--- src/rtl/pixel_column_readout_ctrl_pkg.sv ---
// rtl/pixel_column_readout_ctrl_pkg.sv - shared defaults, FSM states and word type for the column readout
package hypix_ro_pkg;

  localparam int DEF_N_PIX      = 16;
  localparam int DEF_TOT_W      = 8;
  localparam int DEF_TS_W       = 9;
  localparam int DEF_FTOA_W     = 5;
  localparam int DEF_CLR_CYCLES = 2;
  localparam int DEF_ADDR_W     = $clog2(DEF_N_PIX);

  typedef enum logic [2:0] {
    IDLE,
    LATCH,
    SEND,
    CLEAR,
    SETTLE
  } ro_state_t;

  typedef struct packed {
    logic [DEF_ADDR_W-1:0] addr;
    logic [DEF_TOT_W-1:0]  tot;
    logic [DEF_TS_W-1:0]   ts;
    logic [DEF_FTOA_W-1:0] ftoa;
  } pix_word_t;

endpackage

--- src/rtl/pixel_column_readout_ctrl_if.sv ---
// rtl/pixel_column_readout_ctrl_if.sv - readout word valid/ready bus between the column sequencer and its consumer
interface pixel_column_readout_ctrl_if #(
  parameter int N_PIX  = 16,
  parameter int TOT_W  = 8,
  parameter int TS_W   = 9,
  parameter int FTOA_W = 5
) ();

  logic                     rd_valid;
  logic                     rd_ready;
  logic [$clog2(N_PIX)-1:0] rd_addr;
  logic [TOT_W-1:0]         rd_tot;
  logic [TS_W-1:0]          rd_ts;
  logic [FTOA_W-1:0]        rd_ftoa;

  modport master (
    output rd_valid,
    output rd_addr,
    output rd_tot,
    output rd_ts,
    output rd_ftoa,
    input  rd_ready
  );

  modport slave (
    input  rd_valid,
    input  rd_addr,
    input  rd_tot,
    input  rd_ts,
    input  rd_ftoa,
    output rd_ready
  );

endinterface

--- src/rtl/pixel_column_readout_ctrl_rr_arbiter.sv ---
// rtl/pixel_column_readout_ctrl_rr_arbiter.sv - combinational round-robin pick of the first request at or above ptr
module rr_arbiter #(
  parameter int  N_PIX = 16,
  localparam int PTR_W = $clog2(N_PIX)
) (
  input  logic [N_PIX-1:0] req,
  input  logic [PTR_W-1:0] ptr,
  output logic [PTR_W-1:0] grant,
  output logic             any_req
);

  logic [PTR_W-1:0] idx;

  // Scan offsets from the top down so the smallest offset from ptr is written last and wins.
  always_comb begin
    grant = ptr;
    idx   = '0;
    for (int i = N_PIX - 1; i >= 0; i--) begin
      idx = ptr + PTR_W'(i);
      if (req[idx]) begin
        grant = idx;
      end
    end
  end

  assign any_req = |req;

endmodule

--- src/rtl/pixel_column_readout_ctrl.sv ---
// rtl/pixel_column_readout_ctrl.sv - column readout sequencer: arbitrate, latch, hand off, clear; optional HYPIX_RO_SKIP_ZERO_TOT_EN
module pixel_column_readout_ctrl
  import hypix_ro_pkg::*;
#(
  parameter int  N_PIX      = DEF_N_PIX,
  parameter int  TOT_W      = DEF_TOT_W,
  parameter int  TS_W       = DEF_TS_W,
  parameter int  FTOA_W     = DEF_FTOA_W,
  parameter int  CLR_CYCLES = DEF_CLR_CYCLES,
  localparam int ADDR_W     = $clog2(N_PIX)
) (
  input  logic                      clk_40MHz,
  input  logic                      rst,
  input  logic                      frame_start,
  input  logic                      readout_en,
  input  logic [N_PIX-1:0]          hit_over,
  input  logic [N_PIX*TOT_W-1:0]    pix_tot,
  input  logic [N_PIX*TS_W-1:0]     pix_ts,
  input  logic [N_PIX*FTOA_W-1:0]   pix_ftoa,
  output logic [N_PIX-1:0]          out_flag,
  output logic                      busy,
  pixel_column_readout_ctrl_if.master rd
);

  localparam int              CNT_W    = (CLR_CYCLES > 1) ? $clog2(CLR_CYCLES) : 1;
  localparam logic [CNT_W-1:0] CNT_LOAD = CNT_W'(CLR_CYCLES - 1);

  ro_state_t          state_q, state_d;
  logic [N_PIX-1:0]   hit_q;
  logic [N_PIX-1:0]   served_q, served_d;
  logic [N_PIX-1:0]   flag_q, flag_d;
  logic [N_PIX-1:0]   req;
  logic [ADDR_W-1:0]  ptr_q, ptr_d;
  logic [ADDR_W-1:0]  addr_q, addr_d;
  logic [ADDR_W-1:0]  grant;
  logic               any_req;
  logic [CNT_W-1:0]   cnt_q, cnt_d;
  logic               frame_pend_q, frame_pend_d;
  logic               valid_q, valid_d;
  logic [TOT_W-1:0]   tot_q, tot_d, tot_sel;
  logic [TS_W-1:0]    ts_q, ts_d, ts_sel;
  logic [FTOA_W-1:0]  ftoa_q, ftoa_d, ftoa_sel;
  logic [N_PIX-1:0]   grant_onehot;

  // A frame_start in the arbitration cycle wipes the mask before the grant is chosen.
  assign req = frame_start ? hit_q : (hit_q & ~served_q);

  rr_arbiter #(
    .N_PIX (N_PIX)
  ) u_rr_arbiter (
    .req     (req),
    .ptr     (ptr_q),
    .grant   (grant),
    .any_req (any_req)
  );

  assign tot_sel      = pix_tot[int'(addr_q) * TOT_W +: TOT_W];
  assign ts_sel       = pix_ts[int'(addr_q) * TS_W +: TS_W];
  assign ftoa_sel     = pix_ftoa[int'(addr_q) * FTOA_W +: FTOA_W];
  assign grant_onehot = N_PIX'(1) << addr_q;

  always_comb begin
    state_d      = state_q;
    served_d     = served_q;
    ptr_d        = ptr_q;
    addr_d       = addr_q;
    cnt_d        = cnt_q;
    frame_pend_d = frame_pend_q;
    valid_d      = valid_q;
    flag_d       = flag_q;
    tot_d        = tot_q;
    ts_d         = ts_q;
    ftoa_d       = ftoa_q;

    case (state_q)
      IDLE: begin
        if (frame_start) begin
          served_d = '0;
        end
        if (readout_en && any_req) begin
          addr_d  = grant;
          state_d = LATCH;
        end
      end

      LATCH: begin
        tot_d  = tot_sel;
        ts_d   = ts_sel;
        ftoa_d = ftoa_sel;
`ifdef HYPIX_RO_SKIP_ZERO_TOT_EN
        if (tot_sel == '0) begin
          flag_d           = grant_onehot;
          served_d[addr_q] = 1'b1;
          cnt_d            = CNT_LOAD;
          state_d          = CLEAR;
        end else begin
          valid_d = 1'b1;
          state_d = SEND;
        end
`else
        valid_d = 1'b1;
        state_d = SEND;
`endif
      end

      SEND: begin
        if (valid_q && rd.rd_ready) begin
          valid_d          = 1'b0;
          flag_d           = grant_onehot;
          served_d[addr_q] = 1'b1;
          cnt_d            = CNT_LOAD;
          state_d          = CLEAR;
        end
      end

      CLEAR: begin
        if (cnt_q == '0) begin
          flag_d  = '0;
          state_d = SETTLE;
        end else begin
          cnt_d = cnt_q - 1'b1;
        end
      end

      SETTLE: begin
        ptr_d   = addr_q + 1'b1;
        state_d = IDLE;
        if (frame_pend_q || frame_start) begin
          served_d     = '0;
          frame_pend_d = 1'b0;
        end
      end

      default: begin
        state_d = IDLE;
      end
    endcase

    // Frame boundaries seen mid-transaction are remembered until SETTLE.
    if (frame_start && (state_q inside {LATCH, SEND, CLEAR})) begin
      frame_pend_d = 1'b1;
    end
  end

  always_ff @(posedge clk_40MHz) begin
    if (rst) begin
      state_q      <= IDLE;
      hit_q        <= '0;
      served_q     <= '0;
      flag_q       <= '0;
      ptr_q        <= '0;
      addr_q       <= '0;
      cnt_q        <= '0;
      frame_pend_q <= 1'b0;
      valid_q      <= 1'b0;
      tot_q        <= '0;
      ts_q         <= '0;
      ftoa_q       <= '0;
    end else begin
      state_q      <= state_d;
      hit_q        <= hit_over;
      served_q     <= served_d;
      flag_q       <= flag_d;
      ptr_q        <= ptr_d;
      addr_q       <= addr_d;
      cnt_q        <= cnt_d;
      frame_pend_q <= frame_pend_d;
      valid_q      <= valid_d;
      tot_q        <= tot_d;
      ts_q         <= ts_d;
      ftoa_q       <= ftoa_d;
    end
  end

  assign out_flag    = flag_q;
  assign busy        = (state_q != IDLE);
  assign rd.rd_valid = valid_q;
  assign rd.rd_addr  = addr_q;
  assign rd.rd_tot   = tot_q;
  assign rd.rd_ts    = ts_q;
  assign rd.rd_ftoa  = ftoa_q;

endmodule

--- src/flat_wrapper.sv ---
// flat-port wrapper written by rule: the top's interface ports become plain ports
module pixel_column_readout_ctrl_flat import hypix_ro_pkg::*;
#(
  parameter int  N_PIX      = DEF_N_PIX,
  parameter int  TOT_W      = DEF_TOT_W,
  parameter int  TS_W       = DEF_TS_W,
  parameter int  FTOA_W     = DEF_FTOA_W,
  parameter int  CLR_CYCLES = DEF_CLR_CYCLES,
  localparam int ADDR_W     = $clog2(N_PIX)
)
  (clk_40MHz, rst, frame_start, readout_en, hit_over, pix_tot, pix_ts, pix_ftoa, out_flag, busy, rd_rd_valid, rd_rd_addr, rd_rd_tot, rd_rd_ts, rd_rd_ftoa, rd_rd_ready);
  pixel_column_readout_ctrl_if #(.N_PIX(N_PIX), .TOT_W(TOT_W), .TS_W(TS_W), .FTOA_W(FTOA_W)) rd_i ();
  input  logic clk_40MHz;
  input  logic rst;
  input  logic frame_start;
  input  logic readout_en;
  input  logic [N_PIX-1:0] hit_over;
  input  logic [N_PIX*TOT_W-1:0] pix_tot;
  input  logic [N_PIX*TS_W-1:0] pix_ts;
  input  logic [N_PIX*FTOA_W-1:0] pix_ftoa;
  output logic [N_PIX-1:0] out_flag;
  output logic busy;
  output wire logic [$bits(rd_i.rd_valid)-1:0] rd_rd_valid;
  output wire logic [$bits(rd_i.rd_addr)-1:0] rd_rd_addr;
  output wire logic [$bits(rd_i.rd_tot)-1:0] rd_rd_tot;
  output wire logic [$bits(rd_i.rd_ts)-1:0] rd_rd_ts;
  output wire logic [$bits(rd_i.rd_ftoa)-1:0] rd_rd_ftoa;
  input wire logic [$bits(rd_i.rd_ready)-1:0] rd_rd_ready;
  assign rd_rd_valid = rd_i.rd_valid;
  assign rd_rd_addr = rd_i.rd_addr;
  assign rd_rd_tot = rd_i.rd_tot;
  assign rd_rd_ts = rd_i.rd_ts;
  assign rd_rd_ftoa = rd_i.rd_ftoa;
  assign rd_i.rd_ready = rd_rd_ready;
  pixel_column_readout_ctrl #(.N_PIX(N_PIX), .TOT_W(TOT_W), .TS_W(TS_W), .FTOA_W(FTOA_W), .CLR_CYCLES(CLR_CYCLES)) u_core (.clk_40MHz(clk_40MHz), .rst(rst), .frame_start(frame_start), .readout_en(readout_en), .hit_over(hit_over), .pix_tot(pix_tot), .pix_ts(pix_ts), .pix_ftoa(pix_ftoa), .out_flag(out_flag), .busy(busy), .rd(rd_i));
endmodule
--- config.mk ---
export PLATFORM = sky130hd
export DESIGN_NAME = pixel_column_readout_ctrl_flat
export DESIGN_NICKNAME = d
export VERILOG_FILES = /design/src/rtl/pixel_column_readout_ctrl_pkg.sv /design/src/rtl/pixel_column_readout_ctrl_if.sv /design/src/rtl/pixel_column_readout_ctrl_rr_arbiter.sv /design/src/rtl/pixel_column_readout_ctrl.sv /design/src/flat_wrapper.sv
export SDC_FILE = /design/constraint.sdc
export NUM_CORES = 1
export LEC_CHECK = 0
export BUFFER_PORTS_ARGS = -buffer_cell sky130_fd_sc_hd__buf_2
export CAP_MARGIN = 10
export CORE_AREA = 2 2 161 163
export CTS_BUF_LIST = sky130_fd_sc_hd__clkbuf_8
export DETAILED_ROUTE_END_ITERATION = 10
export DIE_AREA = 0 0 163 165
export GPL_TIMING_DRIVEN = 0
export PLACE_DENSITY_LB_ADDON = 0.1
export RECOVER_POWER = 50
export SLEW_MARGIN = 20
export SYNTH_ARGS = -nofsm -noshare
export SYNTH_HDL_FRONTEND = slang
export SYNTH_HIERARCHICAL = 1
export SYNTH_SLANG_ARGS = --single-unit
--- constraint.sdc ---
create_clock -name clk_40MHz -period 4.9 [get_ports clk_40MHz]
set_clock_uncertainty 0.05 [all_clocks]
set_input_delay 0.98 -clock clk_40MHz [delete_from_list [all_inputs] [get_ports clk_40MHz]]
set_output_delay 0.98 -clock clk_40MHz [all_outputs]
set_load 0.05 [all_outputs]
# Word-level counts from Yosys, hierarchy flattened
# Index checks and enable logic that the tools add are counted.
# W data, S select, Z words.
# totals
mem_bits_rw	0
input_bits	373
reg_bits	84
output_inout_bits	44
latch_bits	0
word_cells	156
memories	0
mem_bits_ro	0
# classes
shifts	4
magnitude_cmp	18
mul	2
bitwise_logic	3
n_div	0
muxes	70
add_sub_neg	17
n_reduce_logical	21
n_eq_ne	9
# op_table
op	n
$shiftx A144 B32 Y9	1
$shiftx A128 B8 Y8	1
$mux W16	6
$lt A4 B5 Y1 const B	17
$shiftx A80 B32 Y5	1
$bmux W1 S4	16
$mux W4	16
$pmux W16 S3	1
$add A4 B4 Y4 const B	8
$pmux W16 S2	1
$mux W1	23
$add A4 B3 Y4 const B	4
$and A16 B16 Y16	1
$not A16 Y16	1
$or A16 B16 Y16	1
$reduce_or A16 Y1	1
$shl A1 B4 Y16 const A	1
$pmux W3 S4	1
$mux W3	3
$reduce_bool A3 Y1	3
$add A4 B1 Y4 const B	2
$add A4 B2 Y4 const B	2
$mul A4 B4 Y8 const B	1
$reduce_and A2 Y1	4
other kinds (16)	28

# Logic depth before layout (Yosys ltp)
# logic_depth
depth_word	21
ltp_mapped	16
mapped_depth_nobuf	12

# By module
# The synthesis kept the hierarchy.
# modules_own_cells
mod	area_per_inst_um2	seq_area_each_um2	instances	cells_per_inst
pixel_column_readout_ctrl	6100.9	1681.6	1	601
rr_arbiter	2413.6	0.0	1	278

# Worst setup path before layout
# No wires, ideal clock.
# synth_timing
kind	input -> register
from	input frame_start
to	register u_core.addr_q[2] (netlist: u_core/rd.rd_addr[2])
path_buffers	1
slack_ps	1167
setup_ps	128
required_ps	4722
path_stages	13
arrival_time_ps	3555
cell_sequence	inv_1 > clkbuf_1 > a21boi_0 > mux4_2 > mux2_4 > mux2i_4 > mux2i_1 > a211o_1 > a21o_1 > o221ai_1 > a31oi_1 > mux2i_1 > nor2_1
# synth_via
elab_chain_cells	19
elab_cells_between_ends	52
classes_between	mux (49); reduce/logical (3)
# synth_rtl
item	line_no	rtl
start: declaration	flat_wrapper.sv:15	input logic frame_start;
$mux W16 (*)	pixel_column_readout_ctrl.sv:46	assign req = frame_start ? hit_q : (hit_q & ~served_q);
named net u_core.req[8]	pixel_column_readout_ctrl.sv:32	logic [N_PIX-1:0] req;
$bmux W1 S4	pixel_column_readout_ctrl_rr_arbiter.sv:20	if (req[idx]) begin
$mux W1 (implied by the code)	pixel_column_readout_ctrl_rr_arbiter.sv:20	
$mux W4 (15 in a row)	pixel_column_readout_ctrl_rr_arbiter.sv:20	
$mux W4 (*)	pixel_column_readout_ctrl_rr_arbiter.sv:20	
named net u_core.grant[2]	pixel_column_readout_ctrl.sv:35	logic [ADDR_W-1:0] grant;
end signal: assignment	pixel_column_readout_ctrl.sv:165	addr_q <= addr_d;
end: declaration	pixel_column_readout_ctrl.sv:34	logic [ADDR_W-1:0] addr_q, addr_d;
# Mark *: on every way through the listed nets, which the timed path passes. The rest lies on a longest branch. The select of a mux whose other input is x is not followed.
# A chain may end at the register's enable or synchronous reset.

# Final worst setup path
# layout_timing
from	register u_core.ptr_q[1]
to	register u_core.addr_q[3] (netlist: u_core/rd.rd_addr[3])
# layout_via
elab_chain_cells	19
elab_cells_between_ends	63
classes_between	add/sub (15); mux (48)
# layout_rtl
item	line_no	rtl
start: declaration	pixel_column_readout_ctrl.sv:33	logic [ADDR_W-1:0] ptr_q, ptr_d;
start signal: assignment	pixel_column_readout_ctrl.sv:164	ptr_q <= ptr_d;
$add A4 B4 Y4	pixel_column_readout_ctrl_rr_arbiter.sv:19	idx = ptr + PTR_W'(i);
$bmux W1 S4	pixel_column_readout_ctrl_rr_arbiter.sv:20	
$mux W1 (implied by the code)	pixel_column_readout_ctrl_rr_arbiter.sv:20	
$mux W4 (15 in a row)	pixel_column_readout_ctrl_rr_arbiter.sv:20	
$mux W4 (*)	pixel_column_readout_ctrl_rr_arbiter.sv:20	
named net u_core.grant[3]	pixel_column_readout_ctrl.sv:35	
# Marks and branches as above.

==> flow_metrics.py <==
metrics = {
    "outcome": {
        "status": "complete, no violations",
    },
    "sta": {
        "maxSlewHeadroom": 0.236,
        "finalHoldViolCount": 0,
        "tightest_slew_ns": 1.14,
        "hold_slack_ns": 0.416,
        "worst_slack_ns": 0.0652,
        "timing.final.max_slew_violations": 0,
        "rsz0062_at_grt": "no",
        "fmax_ghz": 0.207,
        "fin_crit_ns": 4.83,
        "finalSetupViolCount": 0,
        "min_period_over_period": 0.987,
        "fin_setup_tns_ns": 0,
    },
    "setup_path": {
        "crit_path_end_kind": "flop",
        "cp_top_family": "multiplexers",
        "critPathKind": "reg -> reg",
        "cp_slowest_stage_delay_ns": 0.61,
        "arrival_ns": 5.09,
        "required_ns": 5.16,
        "crit_path_start_kind": "flop",
        "cp_slowest_cell": "mux4_2",
        "crit_path_max_fanout": 10,
        "crit_path_cell_trace": "clkbuf_1 -> buf_2 -> inv_2 -> ha_1 -> buf_6 -> buf_6 -> mux4_2 -> mux2_2 -> mux2i_2 -> inv_1 -> a211oi_1 -> o22ai_1 -> a211oi_1 -> mux2i_1 -> nor2_1",
        "crit_buf_inv": 6,
    },
    "yosys": {
        "synth_most_common_cell": "mux2i_1",
        "synth_cell_types": 80,
        "ys_ff_latch": 84,
        "synthCells": 879,
        "synth-edff-count": 0,
        "seq_area_frac_synth": 0.198,
        "synth_top_cell_by_area": "dfxtp_1",
        "ys.flop_type": "dfxtp_1",
        "async_flop_share": 0,
        "syn_area_um2": 8510,
        "synth_top_area_share": 0.198,
        "synthTopCellsByArea": "dfxtp_1 (20%), mux4_2 (17%), mux2i_1 (16%), nor2_1 (3.2%), a211oi_1 (2.7%)",
        "ys_warn_count": 6,
        "synth_common_cells": "mux2i_1 (132), dfxtp_1 (84), nor2_1 (72), mux4_2 (63), nand2_1 (37)",
        "syn_area_per_cell_um2": 9.69,
        "syn_nets": 1265,
    },
    "power_and_ir_drop": {
        "leakage_nw": 4.57,
        "p_total_mw": 2.55,
        "power.density_nw_per_um2": 230,
        "vdd_drop_max_mv": 0.148,
    },
    "clocking": {
        "cts_tree": "done",
        "cts-root-buf": "clkbuf_8",
        "cts_buffers": 9,
        "clk_path_buf_depth": 2,
        "ctsHtreeMaxLevel": 3,
        "cts_num_sinks": 84,
        "clk_pin_slew_ns": 0.08,
        "clk-insertion-delay-late_ns": 0.38,
    },
    "drt": {
        "drc": 0,
        "wl_mm": 43.6,
        "first_pass_iters": 5,
        "ant_nets": 0,
        "via_per_inst": 5.75,
        "drt_iter0_drc": 804,
        "wl_per_cell_um": 26.5,
        "vias": 9458,
    },
    "global_route": {
        "grt.overflow.total": 0,
        "grt_pass1_wl_mm": 61.9,
        "grt.total_usage": 0.321,
        "antenna_found_initial": 11,
        "grt_max_degree": 14,
        "grt_pass1_vias": 9157,
    },
    "placement": {
        "place_inst": 1624,
        "portBuffers": 415,
        "dp_hpwl_mm": 36.8,
        "place_ws_ns": -0.168,
        "place_congestion": 0.977,
        "dpl_cell_area_um2": 11000,
    },
    "floorplan": {
        "design.core.area_um2": 25000,
        "boundaryPins": 417,
        "fp.dieW_um": 163,
        "fp.dieArea_um2": 26900,
        "start_util": 0.340,
        "rows": 58,
        "fp.dieH_um": 165,
    },
    "finish": {
        "drive_above_1_share": 0.419,
        "final_area_um2": 11100,
        "stdcell_count": 1645,
        "final_nets": 1691,
        "syn2layout_area_growth_pct": 30.7,
        "utilization": 0.444,
    },
    "flow_run": {
        "cap_violations": 0,
    },
    "hold_path": {
        "min_path_type": "reg -> reg",
    },
}
## where the power goes
group | leakage, nW | switching (mW) | internal (mW)
Combinational | 3.78 | 0.753 | 0.520
Clock | 0.101 | 0.269 | 0.230
Sequential | 0.686 | 0.0532 | 0.730
Total | 4.57 | 1.08 | 1.48
## timing repair
action | CTS | global route
gates resized for setup | 0 | 4
hold buffers | 0 | 0
endpoints found under the setup margin | 0 | 3
buffers inserted | 0 | 0
## placed cells by master (no fill, tap or decap), types with 5 or more instances in the layout
cell type	Yosys	layout
nand2_1	37	37
ha_1	13	13
dfxtp_1	84	84
a211oi_1	31	31
a221oi_1	14	14
inv_1	11	13
o21ai_0	24	23
a21o_1	5	5
mux2i_1	132	131
a21oi_1	29	29
clkbuf_8	0	9
nand3_1	11	11
mux2_1	7	9
buf_4	9	6
buf_2	22	404
a22o_1	16	16
and2_1	6	6
o21ai_1	6	7
mux4_2	63	63
o211ai_1	7	7
a21boi_0	20	20
buf_6	19	16
o22ai_1	20	20
nand2b_1	8	8
mux2_2	14	12
a311oi_1	11	11
a32oi_1	12	12
clkbuf_1	17	55
xnor2_1	7	7
nor3_1	29	29
diode_2	0	5
a22oi_1	5	5
nor2b_1	24	24
nor2_1	72	73
mux2_4	7	7
## worst paths after layout
path	startpoint	to	slack (ns)	depth (start not counted)
setup / recovery	u_core/ptr_q[1]$_SDFFE_PP0P_	u_core/rd.rd_addr[3]$_SDFFE_PP0P_	0.07	15
hold / removal	u_core/out_flag[7]$_SDFFE_PP0P_	u_core/out_flag[7]$_SDFFE_PP0P_	0.42	2
setup reg to reg	u_core/ptr_q[1]$_SDFFE_PP0P_	u_core/rd.rd_addr[3]$_SDFFE_PP0P_	0.07	15
hold reg to reg	u_core/out_flag[7]$_SDFFE_PP0P_	u_core/out_flag[7]$_SDFFE_PP0P_	0.42	2
## area by class of cell
type | instances | area, um^2
plain buffers | 76 | 505
well taps | 330 | 413
repair buffers | 415 | 2040
inverters | 15 | 56.3
diodes | 5 | 12.5
flip-flops and latches | 84 | 1680
multi-input cells | 704 | 6240
clock inverters | 7 | 60.1
fillers | 2582 | 13900
clock buffers | 9 | 124
## tightest hold or removal path, cell delays in order, from the launching register on
cell and delay (ns):
dfxtp_1 0.32, nand2_1 0.05, a21oi_1 0.05
## layer usage
layer	track usage	vias up	routed length, um
li1	-	4309	-
met1	0.440	4626	18900
met3	0.0909	40	4030
met5	0	-	32
met4	0.0543	6	632
met2	0.511	477	20000
## state kept, by name (all words and copies together) (netlist names)
signal	count
u_core/hit_q	16
u_core/out_flag	16
u_core/served_q	16
u_core/rd.rd_ts	9
u_core/rd.rd_tot	8
u_core/rd.rd_ftoa	5
u_core/ptr_q	4
u_core/rd.rd_addr	4
u_core/state_q	3
u_core/cnt_q	1
u_core/frame_pend_q	1
u_core/rd.rd_valid	1
## cell families after synthesis
family / share of synthesized area
DFF: 0.198
AOI/OAI and AO/OA: 0.198
and+or+nand+nor: 0.132
adders and majority gates: 0.0191
buffers and inverters: 0.0702
muxes: 0.365
xor gates and xnor gates: 0.0179
(Power assumes the default switching activity.)
